### src/rtl/pingpong_frame_ctrl.sv
// Ping-pong controller for two line-height RAM banks: the writer fills the back bank while
// the scan reads the front bank; banks swap on frame_start once the back bank is complete.
module pingpong_frame_ctrl #(
  parameter int DEPTH  = 160,
  parameter int ADDR_W = 8,
  parameter int DATA_W = 8
) (
  input  logic              clk,
  input  logic              resetn,
  input  logic              frame_start,
  input  logic              wr_valid,
  input  logic [DATA_W-1:0] wr_data,
  output logic              wr_ready,
  input  logic              rd_req,
  output logic [DATA_W-1:0] rd_data,
  output logic              rd_valid,
  output logic              bank0_we,
  output logic              bank1_we,
  output logic [ADDR_W-1:0] bank0_addr,
  output logic [ADDR_W-1:0] bank1_addr,
  output logic [DATA_W-1:0] bank0_wdata,
  output logic [DATA_W-1:0] bank1_wdata,
  input  logic [DATA_W-1:0] bank0_q,
  input  logic [DATA_W-1:0] bank1_q,
  output logic              front_sel,
  output logic              swap_pulse,
  output logic [7:0]        drop_cnt,
  output logic              dbg_wr_state
);

  // Write handshake: a write is accepted on a rising edge where wr_valid && wr_ready.
  // wr_ready is registered and is high exactly while the writer is in W_FILL.
  typedef enum logic {W_FILL = 1'b0, W_DONE = 1'b1} wstate_e;

  localparam logic [ADDR_W-1:0] WR_LAST = ADDR_W'(DEPTH - 1);
  localparam logic [ADDR_W:0]   RD_END  = (ADDR_W + 1)'(DEPTH);

  wstate_e             wstate_q, wstate_d;
  logic [ADDR_W-1:0]   wr_cnt_q, wr_cnt_d;
  logic [ADDR_W:0]     rd_cnt_q, rd_cnt_d;
  logic                front_sel_q, front_sel_d;
  logic                swap_q, swap_d;
  logic [7:0]          drop_q, drop_d;
  logic                wr_ready_q, wr_ready_d;
  logic                b0_we_q, b0_we_d, b1_we_q, b1_we_d;
  logic [ADDR_W-1:0]   b0_addr_q, b0_addr_d, b1_addr_q, b1_addr_d;
  logic [DATA_W-1:0]   b0_wdata_q, b0_wdata_d, b1_wdata_q, b1_wdata_d;
  logic                p1_valid_q, p1_valid_d, p1_sel_q, p1_sel_d;
  logic                p2_valid_q, p2_valid_d, p2_sel_q, p2_sel_d;
  logic                rd_valid_q, rd_valid_d;
  logic [DATA_W-1:0]   rd_data_q, rd_data_d;
  logic                wr_fire, rd_fire;

  always_comb begin
    wstate_d    = wstate_q;
    wr_cnt_d    = wr_cnt_q;
    rd_cnt_d    = rd_cnt_q;
    front_sel_d = front_sel_q;
    swap_d      = 1'b0;
    drop_d      = drop_q;
    b0_we_d     = 1'b0;
    b1_we_d     = 1'b0;
    b0_addr_d   = '0;
    b1_addr_d   = '0;
    b0_wdata_d  = '0;
    b1_wdata_d  = '0;

    wr_fire = wr_valid && wr_ready_q;
    rd_fire = rd_req && !frame_start && (rd_cnt_q < RD_END);

    if (wr_fire) begin
      if (front_sel_q) begin
        b0_we_d    = 1'b1;
        b0_addr_d  = wr_cnt_q;
        b0_wdata_d = wr_data;
      end else begin
        b1_we_d    = 1'b1;
        b1_addr_d  = wr_cnt_q;
        b1_wdata_d = wr_data;
      end
      if (wr_cnt_q == WR_LAST) begin
        wr_cnt_d = '0;
        wstate_d = W_DONE;
      end else begin
        wr_cnt_d = wr_cnt_q + 1'b1;
      end
    end

    // Back bank is never the front bank, so a read and a write cannot share a bank.
    if (rd_fire) begin
      if (front_sel_q) b1_addr_d = rd_cnt_q[ADDR_W-1:0];
      else             b0_addr_d = rd_cnt_q[ADDR_W-1:0];
      rd_cnt_d = rd_cnt_q + 1'b1;
    end

    // Swap decision looks at the state before this cycle's write, so a last write
    // colliding with frame_start counts as a drop.
    if (frame_start) begin
      rd_cnt_d = '0;
      if (wstate_q == W_DONE) begin
        front_sel_d = ~front_sel_q;
        swap_d      = 1'b1;
        wstate_d    = W_FILL;
        wr_cnt_d    = '0;
      end else if (drop_q != 8'hFF) begin
        drop_d = drop_q + 8'd1;
      end
    end

    wr_ready_d = (wstate_d == W_FILL);

    // The bank select travels with each read so a mid-pipeline swap is harmless.
    p1_valid_d = rd_fire;
    p1_sel_d   = front_sel_q;
    p2_valid_d = p1_valid_q;
    p2_sel_d   = p1_sel_q;
    rd_valid_d = p2_valid_q;
    rd_data_d  = rd_data_q;
    if (p2_valid_q) rd_data_d = p2_sel_q ? bank1_q : bank0_q;
  end

  always_ff @(posedge clk or negedge resetn) begin
    if (!resetn) begin
      wstate_q    <= W_FILL;
      wr_cnt_q    <= '0;
      rd_cnt_q    <= '0;
      front_sel_q <= 1'b0;
      swap_q      <= 1'b0;
      drop_q      <= '0;
      wr_ready_q  <= 1'b0;
      b0_we_q     <= 1'b0;
      b1_we_q     <= 1'b0;
      b0_addr_q   <= '0;
      b1_addr_q   <= '0;
      b0_wdata_q  <= '0;
      b1_wdata_q  <= '0;
      p1_valid_q  <= 1'b0;
      p1_sel_q    <= 1'b0;
      p2_valid_q  <= 1'b0;
      p2_sel_q    <= 1'b0;
      rd_valid_q  <= 1'b0;
      rd_data_q   <= '0;
    end else begin
      wstate_q    <= wstate_d;
      wr_cnt_q    <= wr_cnt_d;
      rd_cnt_q    <= rd_cnt_d;
      front_sel_q <= front_sel_d;
      swap_q      <= swap_d;
      drop_q      <= drop_d;
      wr_ready_q  <= wr_ready_d;
      b0_we_q     <= b0_we_d;
      b1_we_q     <= b1_we_d;
      b0_addr_q   <= b0_addr_d;
      b1_addr_q   <= b1_addr_d;
      b0_wdata_q  <= b0_wdata_d;
      b1_wdata_q  <= b1_wdata_d;
      p1_valid_q  <= p1_valid_d;
      p1_sel_q    <= p1_sel_d;
      p2_valid_q  <= p2_valid_d;
      p2_sel_q    <= p2_sel_d;
      rd_valid_q  <= rd_valid_d;
      rd_data_q   <= rd_data_d;
    end
  end

  assign wr_ready     = wr_ready_q;
  assign rd_data      = rd_data_q;
  assign rd_valid     = rd_valid_q;
  assign bank0_we     = b0_we_q;
  assign bank1_we     = b1_we_q;
  assign bank0_addr   = b0_addr_q;
  assign bank1_addr   = b1_addr_q;
  assign bank0_wdata  = b0_wdata_q;
  assign bank1_wdata  = b1_wdata_q;
  assign front_sel    = front_sel_q;
  assign swap_pulse   = swap_q;
  assign drop_cnt     = drop_q;
  assign dbg_wr_state = wstate_q;

endmodule

### config.mk
export PLATFORM = sky130hd
export DESIGN_NAME = pingpong_frame_ctrl
export DESIGN_NICKNAME = d
export VERILOG_FILES = /design/src/rtl/pingpong_frame_ctrl.sv
export SDC_FILE = /design/constraint.sdc
export NUM_CORES = 1
export LEC_CHECK = 0
export ABC_AREA = 1
export CAP_MARGIN = 20
export CORE_MARGIN = 2
export CORE_UTILIZATION = 51
export CTS_BUF_LIST = sky130_fd_sc_hd__clkbuf_16
export DETAILED_ROUTE_END_ITERATION = 10
export PLACE_DENSITY_LB_ADDON = 0.3
export SLEW_MARGIN = 20
export SYNTH_ARGS = -nofsm -noshare
export SYNTH_HDL_FRONTEND = slang
export SYNTH_SLANG_ARGS = --single-unit
### constraint.sdc
create_clock -name clk -period 3.6 [get_ports clk]
set_clock_uncertainty 0.15 [all_clocks]
set_input_delay 0.72 -clock clk [delete_from_list [all_inputs] [get_ports clk]]
set_output_delay 0.72 -clock clk [all_outputs]
set_load 0.01 [all_outputs]
==> impl_metrics.yaml <==
status:
  outcome: "completed"
synth:
  post_synth.cell_area_avg_um2: 10.1
  synth_seq_area_share: 0.616
  async_reset_ff_frac: 1.00
  ys_warn_count: 0
  synth-main-ff-cell: "dfrtp_1"
  synth_cell_type_count: 28
  syn_area_um2: 3090
  syn-instance-count: 306
  synth_nets: 338
  ys_ff_latch: 76
  synth-edff-count: 0
placement:
  gp_congestion: 0.850
  hpwl_mm: 4.45
  portBuffers: 83
  post-place-cells: 456
  dp_slack_ns: 1.28
  placed_area_um2: 3950
detailed_routing:
  wl_per_cell_um: 13.9
  ant_nets: 0
  firstDrtPassIters: 4
  routed-via-count: 2377
  drc_errors: 0
  vias_per_cell: 5.04
  drt-initial-drc-count: 126
  drt-total-wl_mm: 6.58
die:
  num_rows: 28
  fp.dieW_um: 81.8
  die_area_um2: 6690
  design.core.area_um2: 5890
  die_h_um: 81.8
  io_pins: 84
  start_util: 0.524
global_routing:
  grt_pass1_wl_mm: 10.3
  grt_max_degree: 77
  grt_antenna_before_repair: 0
  grt_pass1_vias: 2180
  overflow: 0
  grt_use_total: 0.206
sta:
  min_period_over_period: 0.692
  finalSetupTns_ns: 0
  max_freq_mhz: 401
  tightest_slew_ns: 0.908
  grt_setup_unrepaired: "false"
  setup_ws_ns: 1.11
  slew_viol_final: 0
  hold_ws_ns: 0.201
  period_needed_ns: 2.49
  setup_viol: 0
  relSlewSlack: 0.395
  final_hold_viol_count: 0
cells_and_area:
  diodes: 0
  drive_above_1_share: 0.0781
  final_core_util: 0.717
  finalNetCount: 424
  syn2layout_area_growth_pct: 36.9
  stdcell_area_um2: 4220
  layoutNonFillerInstCount: 472
power:
  p_per_area_nw_per_um2: 641
  power_mw: 2.71
  p_leak_nw: 1.93
  max-vdd-ir-drop_uv: 414
run:
  cap_violations: 0
critical_path:
  worstRegToRegCells: 8
  cp_data_arrival_time_ns: 1.62
  crit_path_end_kind: "output pin"
  startpoint_type: "flip-flop"
  path_buf_inv: 1
  crit_family: "buffers and inverters"
  cp.required_ns: 2.73
  worstSetupPathType: "flip-flop to output pin"
  crit_cells: 1
  crit_path_max_fanout: 12
  path_cells: "clkdlybuf4s50_1"
  cp_slowest_cell: "clkdlybuf4s50_1"
  critPathMaxStageDelay_ns: 0.65
cts:
  clock-sinks: 76
  root_buffer: "clkbuf_16"
  cts_max_level: 3
  cts_buffers: 9
  path_clk_slew_ns: 0.06
  ctsResizeCount: 0
  cts_buffer_depth: 2
  cts_tree: "done"
  cts_hold_buffers: 0
  cts_setup_buffers: 0
  clock_latency_ns: 0.33
min_path:
  whs_path_depth: 0
  hp-class: "flip-flop to flip-flop"
[sequential cells by signal, summed over array words and instances, names as in the netlist, 8 cells and up]
name         count
wr_cnt_q         8
bank0_wdata      8
bank1_addr       8
rd_cnt_q         9
bank1_wdata      8
rd_data          8
bank0_addr       8
drop_cnt         8
[where the power goes]
group          internal, mW  switching [mW]
registers              1.02           0.153
clock network         0.462           0.340
logic                 0.363           0.367
total                  1.85           0.860
[routing by layer]
metal / part of all wire / up-vias / GRT usage
met2: 0.48 / 82 / 0.326
met4: 0.018 / 0 / 0.0967
li1: - / 1165 / -
met5: 0 / - / 0
met1: 0.44 / 1118 / 0.268
met3: 0.063 / 12 / 0.0505
[worst paths after layout]
check	to	from	slack, ns
hold reg to reg	p2_valid_q	p1_valid_q	0.20
setup reg to reg	drop_cnt[7]	drop_cnt[0]	1.77
max in group asynchronous	drop_cnt[7]	resetn	2.34
hold / removal	p2_valid_q	p1_valid_q	0.20
setup / recovery	front_sel	front_sel	1.11
min in group asynchronous	bank1_wdata[1]	resetn	0.38
[layout make-up]
type	instances	area [um^2]
Timing Repair Buffer	83	828
Multi-Input combinational cell	182	976
Fill cell	417	1660
Sequential cell	76	1900
Tap cell	75	93.8
Clock buffer	9	225
Clock inverter	7	45.0
Inverter	40	153
[synthesized netlist by cell type, types with 3 or more instances]
master / instances / area [um^2]
nand4_1: 3 / 18.8
o32ai_2: 3 / 48.8
a21oi_1: 3 / 15.0
inv_1: 36 / 135
o22ai_1: 4 / 25.0
o21ai_0: 9 / 45.0
dfrtp_1: 76 / 1900
nand3_1: 8 / 40.0
ha_1: 3 / 37.5
nor3_1: 5 / 25.0
xor2_1: 5 / 43.8
nor2_1: 46 / 173
xnor2_1: 5 / 43.8
a31oi_1: 9 / 56.3
nand2_1: 60 / 225
o32ai_1: 11 / 96.3
inv_2: 3 / 11.3
[kinds of logic after synthesis]
kind of cell	count (synthesis)	synth area share
compound gates	40	0.0981
fa+ha+maj	3	0.0122
xor+xnor	10	0.0284
flops	76	0.616
simple gates	129	0.178
buf+inv	48	0.0673
[placed cells by master (no fill, tap or decap), types with 2 or more instances in the layout]
cell              n
clkinvlp_4        3
o32ai_2           3
inv_1            37
nor2_1           46
nand4_1           3
a31oi_1           9
nor3_1            5
o22ai_1           4
dfrtp_1          76
nand2_2           2
clkbuf_16         9
nand2_1          60
clkinv_2          2
inv_2             3
a21oi_1           3
nor2_4            2
xor2_1            5
nand3_1           8
ha_1              3
o21ai_0           9
xnor2_1           5
clkdlybuf4s50_1  82
o32ai_1          11
(Power assumes the default switching activity.)
